===== src/rtl/jtvigil_vtimer_prog_if.sv =====
// rtl/jtvigil_vtimer_prog_if.sv - configuration register bus for the programmable raster timer
interface jtvigil_vtimer_prog_if #(
    parameter int DW = 9
);
    logic          cfg_we;
    logic [3:0]    cfg_addr;
    logic [DW-1:0] cfg_din;
    logic [DW-1:0] cfg_dout;

    modport master (output cfg_we, output cfg_addr, output cfg_din, input cfg_dout);
    modport slave  (input cfg_we, input cfg_addr, input cfg_din, output cfg_dout);
endinterface


===== src/rtl/jtvigil_vtimer_prog.sv =====
// rtl/jtvigil_vtimer_prog.sv - raster timing generator with frame-end committed timing registers
module jtvigil_vtimer_prog #(
    parameter int HW       = 9,
    parameter int VW       = 9,
    parameter int HB_END   = 9,
    parameter int HB_START = 265,
    parameter int HS_START = 305,
    parameter int HS_END   = 337,
    parameter int HCNT_END = 383,
    parameter int VB_START = 256,
    parameter int VS_START = 264,
    parameter int VS_END   = 270,
    parameter int VCNT_END = 283
) (
    input  logic                       clk,
    input  logic                       rst,
    input  logic                       pxl_cen,
    jtvigil_vtimer_prog_if.slave       cfg,
    output logic [HW-1:0]              h,
    output logic [VW-1:0]              v,
    output logic [VW-1:0]              vrender,
    output logic                       LHBL,
    output logic                       LVBL,
    output logic                       HS,
    output logic                       VS,
    output logic                       hinit,
    output logic                       vinit,
    output logic                       line_irq,
    output logic                       field
);
    localparam int DW = (HW > VW) ? HW : VW;

    // Index order: HB_END, HB_START, HS_START, HS_END, HCNT_END / VB_START, VS_START, VS_END, VCNT_END
    localparam logic [HW-1:0] H_DEF [5] = '{HW'(HB_END), HW'(HB_START), HW'(HS_START),
                                            HW'(HS_END), HW'(HCNT_END)};
    localparam logic [VW-1:0] V_DEF [4] = '{VW'(VB_START), VW'(VS_START), VW'(VS_END),
                                            VW'(VCNT_END)};

    logic [HW-1:0] sh_h_q [5];
    logic [HW-1:0] sh_h_d [5];
    logic [HW-1:0] ac_h_q [5];
    logic [HW-1:0] ac_h_d [5];
    logic [VW-1:0] sh_v_q [4];
    logic [VW-1:0] sh_v_d [4];
    logic [VW-1:0] ac_v_q [4];
    logic [VW-1:0] ac_v_d [4];
    logic [VW-1:0] irq_line_q, irq_line_d;
    logic          irq_en_q, irq_en_d;
    logic [DW-1:0] cfg_dout_q, cfg_dout_d;

    logic [HW-1:0] h_q, h_d;
    logic [VW-1:0] v_q, v_d, vrender_q, vrender_d;
    logic          lhbl_q, lhbl_d, lvbl_q, lvbl_d, hs_q, hs_d, vs_q, vs_d;
    logic          hinit_q, vinit_q, irq_q, field_q;
    logic          h_wrap, v_wrap, commit;

    always_comb begin
        sh_h_d     = sh_h_q;
        sh_v_d     = sh_v_q;
        irq_line_d = irq_line_q;
        irq_en_d   = irq_en_q;
        if (cfg.cfg_we) begin
            case (cfg.cfg_addr)
                4'd0:    sh_h_d[0]  = cfg.cfg_din[HW-1:0];
                4'd1:    sh_h_d[1]  = cfg.cfg_din[HW-1:0];
                4'd2:    sh_h_d[2]  = cfg.cfg_din[HW-1:0];
                4'd3:    sh_h_d[3]  = cfg.cfg_din[HW-1:0];
                4'd4:    sh_h_d[4]  = cfg.cfg_din[HW-1:0];
                4'd5:    sh_v_d[0]  = cfg.cfg_din[VW-1:0];
                4'd6:    sh_v_d[1]  = cfg.cfg_din[VW-1:0];
                4'd7:    sh_v_d[2]  = cfg.cfg_din[VW-1:0];
                4'd8:    sh_v_d[3]  = cfg.cfg_din[VW-1:0];
                4'd9:    irq_line_d = cfg.cfg_din[VW-1:0];
                4'd10:   irq_en_d   = cfg.cfg_din[0];
                default: ;
            endcase
        end
    end

    always_comb begin
        cfg_dout_d = '0;
        case (cfg.cfg_addr)
            4'd0:    cfg_dout_d = DW'(sh_h_q[0]);
            4'd1:    cfg_dout_d = DW'(sh_h_q[1]);
            4'd2:    cfg_dout_d = DW'(sh_h_q[2]);
            4'd3:    cfg_dout_d = DW'(sh_h_q[3]);
            4'd4:    cfg_dout_d = DW'(sh_h_q[4]);
            4'd5:    cfg_dout_d = DW'(sh_v_q[0]);
            4'd6:    cfg_dout_d = DW'(sh_v_q[1]);
            4'd7:    cfg_dout_d = DW'(sh_v_q[2]);
            4'd8:    cfg_dout_d = DW'(sh_v_q[3]);
            4'd9:    cfg_dout_d = DW'(irq_line_q);
            4'd10:   cfg_dout_d = DW'(irq_en_q);
            default: cfg_dout_d = '0;
        endcase
    end

    // Strobes compare against the set that will be active after this edge, so the
    // first line of a frame already reflects a freshly committed configuration.
    always_comb begin
        h_wrap = (h_q == ac_h_q[4]);
        v_wrap = (v_q == ac_v_q[3]);
        commit = pxl_cen && h_wrap && v_wrap;
        ac_h_d = commit ? sh_h_q : ac_h_q;
        ac_v_d = commit ? sh_v_q : ac_v_q;
        h_d    = h_wrap ? '0 : h_q + HW'(1);
        v_d    = h_wrap ? (v_wrap ? '0 : v_q + VW'(1)) : v_q;
        vrender_d = (v_d == ac_v_d[3]) ? '0 : v_d + VW'(1);
        lhbl_d = (h_d >= ac_h_d[0]) && (h_d < ac_h_d[1]);
        hs_d   = (h_d >= ac_h_d[2]) && (h_d < ac_h_d[3]);
        lvbl_d = (v_d < ac_v_d[0]);
        vs_d   = (v_d >= ac_v_d[1]) && (v_d < ac_v_d[2]);
    end

    always_ff @(posedge clk) begin
        if (rst) begin
            for (int i = 0; i < 5; i++) begin
                sh_h_q[i] <= H_DEF[i];
                ac_h_q[i] <= H_DEF[i];
            end
            for (int i = 0; i < 4; i++) begin
                sh_v_q[i] <= V_DEF[i];
                ac_v_q[i] <= V_DEF[i];
            end
            irq_line_q <= '0;
            irq_en_q   <= 1'b0;
            cfg_dout_q <= '0;
            h_q        <= '0;
            v_q        <= '0;
            vrender_q  <= VW'(1);
            lhbl_q     <= 1'b0;
            lvbl_q     <= 1'b1;
            hs_q       <= 1'b0;
            vs_q       <= 1'b0;
            hinit_q    <= 1'b0;
            vinit_q    <= 1'b0;
            irq_q      <= 1'b0;
            field_q    <= 1'b0;
        end else begin
            sh_h_q     <= sh_h_d;
            sh_v_q     <= sh_v_d;
            ac_h_q     <= ac_h_d;
            ac_v_q     <= ac_v_d;
            irq_line_q <= irq_line_d;
            irq_en_q   <= irq_en_d;
            cfg_dout_q <= cfg_dout_d;
            hinit_q    <= 1'b0;
            vinit_q    <= 1'b0;
            irq_q      <= 1'b0;
            if (pxl_cen) begin
                h_q       <= h_d;
                v_q       <= v_d;
                vrender_q <= vrender_d;
                lhbl_q    <= lhbl_d;
                lvbl_q    <= lvbl_d;
                hs_q      <= hs_d;
                vs_q      <= vs_d;
                hinit_q   <= h_wrap;
                vinit_q   <= h_wrap && v_wrap;
                irq_q     <= h_wrap && irq_en_q && (v_d == irq_line_q);
                if (h_wrap && v_wrap) field_q <= ~field_q;
            end
        end
    end

    assign cfg.cfg_dout = cfg_dout_q;
    assign h        = h_q;
    assign v        = v_q;
    assign vrender  = vrender_q;
    assign LHBL     = lhbl_q;
    assign LVBL     = lvbl_q;
    assign HS       = hs_q;
    assign VS       = vs_q;
    assign hinit    = hinit_q;
    assign vinit    = vinit_q;
    assign line_irq = irq_q;
    assign field    = field_q;
endmodule


===== src/flat_wrapper.sv =====
// flat-port wrapper written by rule: the top's interface ports become plain ports
module jtvigil_vtimer_prog_flat 
#(
    parameter int HW       = 9,
    parameter int VW       = 9,
    parameter int HB_END   = 9,
    parameter int HB_START = 265,
    parameter int HS_START = 305,
    parameter int HS_END   = 337,
    parameter int HCNT_END = 383,
    parameter int VB_START = 256,
    parameter int VS_START = 264,
    parameter int VS_END   = 270,
    parameter int VCNT_END = 283
)
  (clk, rst, pxl_cen, h, v, vrender, LHBL, LVBL, HS, VS, hinit, vinit, line_irq, field, cfg_cfg_we, cfg_cfg_addr, cfg_cfg_din, cfg_cfg_dout);
  jtvigil_vtimer_prog_if #(.DW(9)) cfg_i ();
  input  logic clk;
  input  logic rst;
  input  logic pxl_cen;
  output logic [HW-1:0] h;
  output logic [VW-1:0] v;
  output logic [VW-1:0] vrender;
  output logic LHBL;
  output logic LVBL;
  output logic HS;
  output logic VS;
  output logic hinit;
  output logic vinit;
  output logic line_irq;
  output logic field;
  input wire logic [$bits(cfg_i.cfg_we)-1:0] cfg_cfg_we;
  input wire logic [$bits(cfg_i.cfg_addr)-1:0] cfg_cfg_addr;
  input wire logic [$bits(cfg_i.cfg_din)-1:0] cfg_cfg_din;
  output wire logic [$bits(cfg_i.cfg_dout)-1:0] cfg_cfg_dout;
  assign cfg_i.cfg_we = cfg_cfg_we;
  assign cfg_i.cfg_addr = cfg_cfg_addr;
  assign cfg_i.cfg_din = cfg_cfg_din;
  assign cfg_cfg_dout = cfg_i.cfg_dout;
  jtvigil_vtimer_prog #(.HW(HW), .VW(VW), .HB_END(HB_END), .HB_START(HB_START), .HS_START(HS_START), .HS_END(HS_END), .HCNT_END(HCNT_END), .VB_START(VB_START), .VS_START(VS_START), .VS_END(VS_END), .VCNT_END(VCNT_END)) u_core (.clk(clk), .rst(rst), .pxl_cen(pxl_cen), .cfg(cfg_i), .h(h), .v(v), .vrender(vrender), .LHBL(LHBL), .LVBL(LVBL), .HS(HS), .VS(VS), .hinit(hinit), .vinit(vinit), .line_irq(line_irq), .field(field));
endmodule

===== config.mk =====
export PLATFORM = sky130hd
export DESIGN_NAME = jtvigil_vtimer_prog_flat
export DESIGN_NICKNAME = d
export VERILOG_FILES = /design/src/rtl/jtvigil_vtimer_prog_if.sv /design/src/rtl/jtvigil_vtimer_prog.sv /design/src/flat_wrapper.sv
export SDC_FILE = /design/constraint.sdc
export NUM_CORES = 1
export LEC_CHECK = 0
export BUFFER_PORTS_ARGS = -buffer_cell sky130_fd_sc_hd__buf_2
export CORE_ASPECT_RATIO = 1.5
export CORE_UTILIZATION = 50
export DETAILED_ROUTE_END_ITERATION = 6
export GPL_TIMING_DRIVEN = 0
export MAX_ROUTING_LAYER = met4
export PLACE_DENSITY_LB_ADDON = 0.3
export RECOVER_POWER = 50
export SKIP_LAST_GASP = 1
export SLEW_MARGIN = 20
export SYNTH_ARGS = -nofsm -noshare
export SYNTH_HDL_FRONTEND = slang
export SYNTH_SLANG_ARGS = --single-unit

===== constraint.sdc =====
create_clock -name clk -period 6 [get_ports clk]
set_clock_uncertainty 0.15 [all_clocks]
set_input_delay 0.9 -clock clk [delete_from_list [all_inputs] [get_ports clk]]
set_output_delay 0.9 -clock clk [all_outputs]
set_load 0.05 [all_outputs]

==> results by group, run 1 <==
Synthesis
  – Ys Warns: 0
  – Top FF cell, synth: dfxtp_1
  – Register area share after synthesis: 40.28%
  – Async S/R FF share, synth: 0%
  – Syn Nets: around 1,300
  – Yosys reg bits: 216
  – Netlist cell types: 58
  – Number of synthesized flops with an enable pin: 0
  – Post-synthesis average cell area: about 8.9 sq um
  – Syn Std Cell Area: 0.01074 sq mm
  – Cells after Synth: around 1,200

STA
  – Final setup TNS: 0 ns
  – Worst hold margin: 0.3119 ns
  – Max Freq: 183.8 MHz
  – Max-Slew Margin vs Limit: 10.40%
  – Tcrit/Tclk final: between 90 and 100%
  – Worst-Margin Slew: 1.344 ns
  – Tmin final: 5.440 ns
  – Slew Limit Fails: 0
  – RSZ-0062 raised after global routing: no
  – Final count of negative-setup-slack endpoints: 0
  – Endpoints failing hold: 0

Worst setup path
  – Startpoint class of the critical path: flop
  – Cell repeated most along the worst path: a21o_1
  – Arrival time worst endpoint: 5.67 ns
  – Maximum fanout along the worst path: 10
  – Sequence of cells on the critical path: clkbuf_1 -> xor2_1 -> nor4_1 -> and3_1 -> buf_4 -> nand3_1 -> buf_6 -> buf_1 -> clkbuf_1 -> clkbuf_2 -> nand2_1 -> nand2_1 -> ha_1 -> nand2b_1 -> a21o_1 -> a21o_1 -> a21o_1 -> a21o_1 -> a21oi_1 -> o21ai_0 -> o2111ai_1 -> o21ai_0
  – Worst setup EP type: flop
  – CP peak stage delay: ~0.74 ns
  – WP data required: just over 6 ns
  – Crit Path Category: flop to flop
  – R2R Setup Slk: 0.56 ns
  – Slowest CP cell: clkbuf_1

Power
  – Total power: between 3 and 4 mW
  – Pwr dens: 266.9 mW/mm^2
  – Worst vdd ir: between 0.15 and 0.2 mV
  – LEAKAGE: roughly 5 nW

Finish
  – Commonest non-fill, non-tap cell in the layout: dfxtp_1
  – Most frequent cells in the layout: dfxtp_1, nor2_1, nand2_1
  – Register area: 0.004324 sq mm
  – Share of cells above drive strength 1: 4.740%
  – Multi-input gate area: 0.006021 sq mm
  – Diode count: 0
  – Fin nets: 1,352
  – Syn-to-layout area delta: 11.21%
  – FILL cells: 2,002
  – Post-route core utilization: between 50% and 60%

Floorplanning
  – IO Pins: 61
  – Die W: around 120 um
  – Core footprint: 0.02106 sq mm
  – Die area: between 0.02 and 0.025 sq mm
  – Die Ht: 181.5 um
  – Effective utilization at floorplan: 50.97%
  – Standard-cell rows: 65

Route
  – Initial DRC Count: 780
  – Antenna-violating nets left: 0
  – WL/cell: 23.83 um
  – Detailed-route wire length: ~37,000 um
  – Drt drc: 0
  – Vias post-DR: between 9,000 and 10,000
  – DRT Pass-1 Iters: 5
  – Vias per inst: 6.016

Clocking
  – Worst skew pair latency: around 0.50 ns
  – Cts bufs inserted: 21
  – CTS clock-pin slew for the worst setup and hold paths: 0.06 ns
  – CTS Sinks: 216
  – CTS Buffer Depth: 3
  – Root Driver: clkbuf_16
  – CTS Hold Bufs: 0
  – H-tree level count: 1
  – CTS tree: done

Placement
  – GP Congestion: 0.9797
  – Port Buffer Count: 48
  – Dpl hpwl: 28,010 um

Global routing
  – First-pass GRT wire length: 54,940 um
  – GRT Residual Overflow: 0
  – GR Util All Layers: 34.94%
  – Initial antenna violation count: 0
  – Largest net degree at the start of global routing: 16
  – Vias in the first global route: approximately 9,000

Job
  – Max-cap violations: 0

Status
  – Status: complete, no violations

Hold path
  – Worst Hold Class: flop to flop
-- per-stage QoR --
stage | instances | area, sq um | setup WS [ns]
floorplan | 1202 | 10740 | 1.270
global route | 1555 | 11940 | 0.3149
CTS | 1555 | 12030 | 0.2530
finish | 1555 | 11940 | 0.5597
global placement | 1518 | 11310 | 0.2858
detailed placement | 1518 | 11320 | 0.2799
-- state kept, by name, indices dropped and copies added (netlist names), 9 cells and up --
name and count:
u_core.ac_h_q 45, u_core.sh_h_q 45, u_core.ac_v_q 36, u_core.sh_v_q 36, u_core.cfg.cfg_dout 9, u_core.h 9
u_core.irq_line_q 9, u_core.v 9, u_core.vrender 9
-- logic make-up after synthesis --
family / share of synthesized area (%)
compound gates: 12.62
xor+xnor: 3.835
flops: 40.28
fa+ha+maj: 7.226
simple gates: 20.20
mux: 12.42
buf+inv: 3.415
-- Yosys cell counts, types with 6 or more instances --
cell | instances | area share [%]
nand3_1 | 29 | 1.4
inv_1 | 10 | 0.35
mux2_2 | 6 | 0.63
and3_1 | 12 | 0.70
nand4_1 | 7 | 0.41
a211oi_1 | 10 | 0.70
mux2i_1 | 113 | 11
nor3_1 | 20 | 0.93
a32oi_1 | 9 | 0.73
xor2_1 | 21 | 1.7
o21ai_0 | 20 | 0.93
xnor2_1 | 26 | 2.1
nand2_1 | 133 | 4.7
nand2b_1 | 33 | 1.9
a21o_1 | 15 | 1.0
buf_1 | 22 | 0.77
nor2_1 | 160 | 5.6
a32o_1 | 8 | 0.75
a211o_1 | 24 | 2.0
dfxtp_1 | 216 | 40
a21oi_1 | 64 | 3.0
nor2b_1 | 34 | 2.0
clkbuf_1 | 51 | 1.8
nand3b_1 | 20 | 1.4
ha_1 | 62 | 7.2
-- final timing paths --
| kind | from | cells after the start | endpoint |
|---|---|---|---|
| max | u_core.v[4]$_SDFFE_PP0P_ | 22 | u_core.VS$_SDFFE_PP0P_ |
| min | u_core.vrender[8]$_SDFFE_PP0P_ | 1 | u_core.vrender[8]$_SDFFE_PP0P_ |
| max reg2reg | u_core.v[4]$_SDFFE_PP0P_ | 22 | u_core.VS$_SDFFE_PP0P_ |
| min reg2reg | u_core.vrender[8]$_SDFFE_PP0P_ | 1 | u_core.vrender[8]$_SDFFE_PP0P_ |
-- worst max-delay path: cells and delay by family, from the launching register on --
family / cells / cell delay (ns)
compound gates: 8 / 1.19
simple gates: 6 / 0.77
flops: 1 / 0.32
fa+ha+maj: 1 / 0.23
buf+inv: 6 / 2.45
xor+xnor: 1 / 0.19
-- layer usage --
layer | global-route usage, % | share of wire, % | wire length (um)
met5 | - | 0 | 0
met4 | 22.96 | 7.3 | 2699
met1 | 40.32 | 39 | 14380
met2 | 56.98 | 48 | 17870
met3 | 3.549 | 5.7 | 2115
-- what timing repair did --
item | CTS | global route
hold endpoints to repair | 0 | 0
endpoints found under the setup margin | 0 | 1
buffers inserted | 0 | 0
resized for setup | 0 | 2
-- layout make-up --
class	count	area share (%)
multi-input cells	895	50.43
flip-flops and latches	216	36.22
clock buffers	28	4.873
well taps	268	2.809
plain buffers	81	2.767
repair buffers	48	1.530
clock inverters	9	1.058
inverters	10	0.3144
-- report_power, final --
group / switching, mW / internal (mW)
combinational: 0.228 / 0.0970
clock: 0.570 / 0.812
sequential: 0.0233 / 1.46
total: 0.822 / 2.36
Note: power is estimated with default switching activity, not from simulation.
==> run 2, diff against run 1 <==
--- a/config.mk
+++ b/config.mk
@@ -10,7 +10,6 @@
 export CORE_UTILIZATION = 50
 export DETAILED_ROUTE_END_ITERATION = 6
 export GPL_TIMING_DRIVEN = 0
-export MAX_ROUTING_LAYER = met4
 export PLACE_DENSITY_LB_ADDON = 0.3
 export RECOVER_POWER = 50
 export SKIP_LAST_GASP = 1
==> results by group, run 2 (same netlist as run 1, synthesis figures left out) <==
Status
  – Status: complete, no violations

Finish
  – Multi-input gate area: between 0.006 and 0.007 sq mm
  – Fin cells: approximately 1,600
  – Most frequent cells in the layout: dfxtp_1, nor2_1, nand2_1
  – Post-route core utilization: 56.37%
  – Fin nets: around 1,400
  – Register area: between 0.004 and 0.005 sq mm
  – FILL cells: 2,006
  – Largest regs: u_core.ac_h_q (45), u_core.sh_h_q (45)
  – Commonest non-fill, non-tap cell in the layout: dfxtp_1
  – Syn-to-layout area delta: 10.61%
  – Diode count: 0
  – Share of cells above drive strength 1: 4.747%

Worst setup path
  – Cells on worst reg2reg path: 22
  – Startpoint class of the critical path: flop
  – Maximum fanout along the worst path: 10
  – CP peak stage delay: 0.70 ns
  – Crit Path Category: flop to flop
  – Arrival time worst endpoint: ~6 ns
  – Worst setup EP type: flop
  – Slowest CP cell: clkdlybuf4s15_1
  – Sequence of cells on the critical path: clkbuf_1 -> xnor2_1 -> nand3_1 -> nor3_1 -> buf_2 -> nand3_1 -> buf_6 -> buf_1 -> clkdlybuf4s15_1 -> clkbuf_2 -> nand2_1 -> nand2_1 -> ha_1 -> nand2b_1 -> a21o_1 -> a21o_1 -> a21o_1 -> a21o_1 -> a21oi_1 -> o21ai_0 -> o2111ai_1 -> o21ai_0
  – WP data required: 6.24 ns
  – Cell repeated most along the worst path: a21o_1

Placement
  – GP Congestion: 1.002
  – Placed Cells: roughly 1,500
  – Port Buffer Count: 48
  – Dpl hpwl: approximately 28,000 um

STA
  – Final count of negative-setup-slack endpoints: 0
  – Tmin final: 5.589 ns
  – Slew Limit Fails: 0
  – Endpoints failing hold: 0
  – RSZ-0062 raised after global routing: no
  – Max-Slew Margin vs Limit: 8.127%
  – Final setup TNS: 0 ns
  – Worst-Margin Slew: between 1 and 1.5 ns
  – Tcrit/Tclk final: 93.15%
  – Max Freq: 178.9 MHz

Clocking
  – CTS Sinks: 216
  – H-tree level count: 1
  – Root Driver: clkbuf_16
  – CTS tree: done
  – CTS clock-pin slew for the worst setup and hold paths: roughly 0.070 ns
  – Cts bufs inserted: 21
  – Post-CTS Setup Inserts: 0
  – CTS Buffer Depth: 3
  – Worst skew pair latency: 0.51 ns

Global routing
  – First-pass GRT wire length: ~54,000 um
  – Largest net degree at the start of global routing: 16
  – Vias in the first global route: ~9,000
  – GRT Residual Overflow: 0
  – GR Util All Layers: 33.51%
  – Initial antenna violation count: 1

Route
  – WL/cell: 23.43 um
  – Detailed-route wire length: 36,390 um
  – Vias post-DR: 9,329
  – DRT Pass-1 Iters: 7
  – Drt drc: 0
  – Vias per inst: 6.007
  – Antenna-violating nets left: 0
  – Initial DRC Count: between 700 and 800

Hold path
  – Worst Hold Class: flop to flop
  – Hold depth: 1

Floorplanning
  – Die Ht: 181.5 um
  – Die area: 0.02207 sq mm
  – Effective utilization at floorplan: 50.97%
  – IO Pins: 61
  – Die W: 121.6 um
  – Standard-cell rows: 65
  – Core footprint: 0.02106 sq mm

Power
  – Worst vdd ir: 0.2193 mV
  – Pwr dens: around 260 mW/mm^2
  – LEAKAGE: between 4 and 5 nW

Job
  – Max-cap violations: 0
-- run 2: per-stage QoR --
step | total power [mW] | setup WS (ns) | hold slack [ns] | cell area (sq um)
6_report | 3.058 | 0.4111 | 0.3186 | 11870
5_1_grt | 3.155 | 0.03952 | 0.3424 | 11870
4_1_cts | 3.071 | 0.2048 | 0.3155 | 11960
3_5_place_dp | 1.832 | 0.2345 | 0.3005 | 11320
3_3_place_gp | 1.829 | 0.2374 | 0.2937 | 11310
2_1_floorplan | 1.724 | 1.270 | 0.2896 | 10740
-- run 2: timing repair --
item                       in CTS  in global routing
hold buffers                    0                  0
resized for setup               0                  4
setup endpoints to repair       0                  2
-- run 2: power by group --
part | switching [mW] | internal (mW) | leakage [nW]
Clock | 0.573 | 0.683 | 0.316
Sequential | 0.0228 | 1.46 | 1.75
Combinational | 0.227 | 0.0972 | 2.88
-- run 2: path summary, 6_finish.rpt --
path / from / endpoint / slack, ns
worst max-delay path: u_core.h[2]$_SDFFE_PP0P_ / u_core.VS$_SDFFE_PP0P_ / 0.41
worst min-delay path: u_core.vrender[4]$_SDFFE_PP0P_ / u_core.vrender[4]$_SDFFE_PP0P_ / 0.32
worst max register to register: u_core.h[2]$_SDFFE_PP0P_ / u_core.VS$_SDFFE_PP0P_ / 0.41
worst min register to register: u_core.vrender[4]$_SDFFE_PP0P_ / u_core.vrender[4]$_SDFFE_PP0P_ / 0.32
-- run 2: critical path, delay by kind of cell (launching register included) --
kind,cells,cell delay (ns)
fa+ha+maj,1,0.26
flops,1,0.32
buf+inv,6,2.33
simple gates,6,1.05
compound gates,8,1.18
xor+xnor,1,0.16
-- run 2: final cells by class --
cell class                      count  share of cell area, %
Inverter                           10                 0.3161
Clock buffer                       27                  4.868
Buffer                             81                  2.835
Tap cell                          268                  2.824
Sequential cell                   216                  36.42
Clock inverter                      8                 0.4636
Timing Repair Buffer               48                  1.538
Multi-Input combinational cell    895                  50.74
-- run 2: routing by layer --
layer | global-route usage, % | share of wire [%] | vias to the layer above
met5 | 0 | 0 | -
met4 | 21.14 | 7.1 | 0
met3 | 3.580 | 5.4 | 117
met2 | 57.98 | 49 | 372
met1 | 38.89 | 38 | 4505
li1 | - | - | 4335
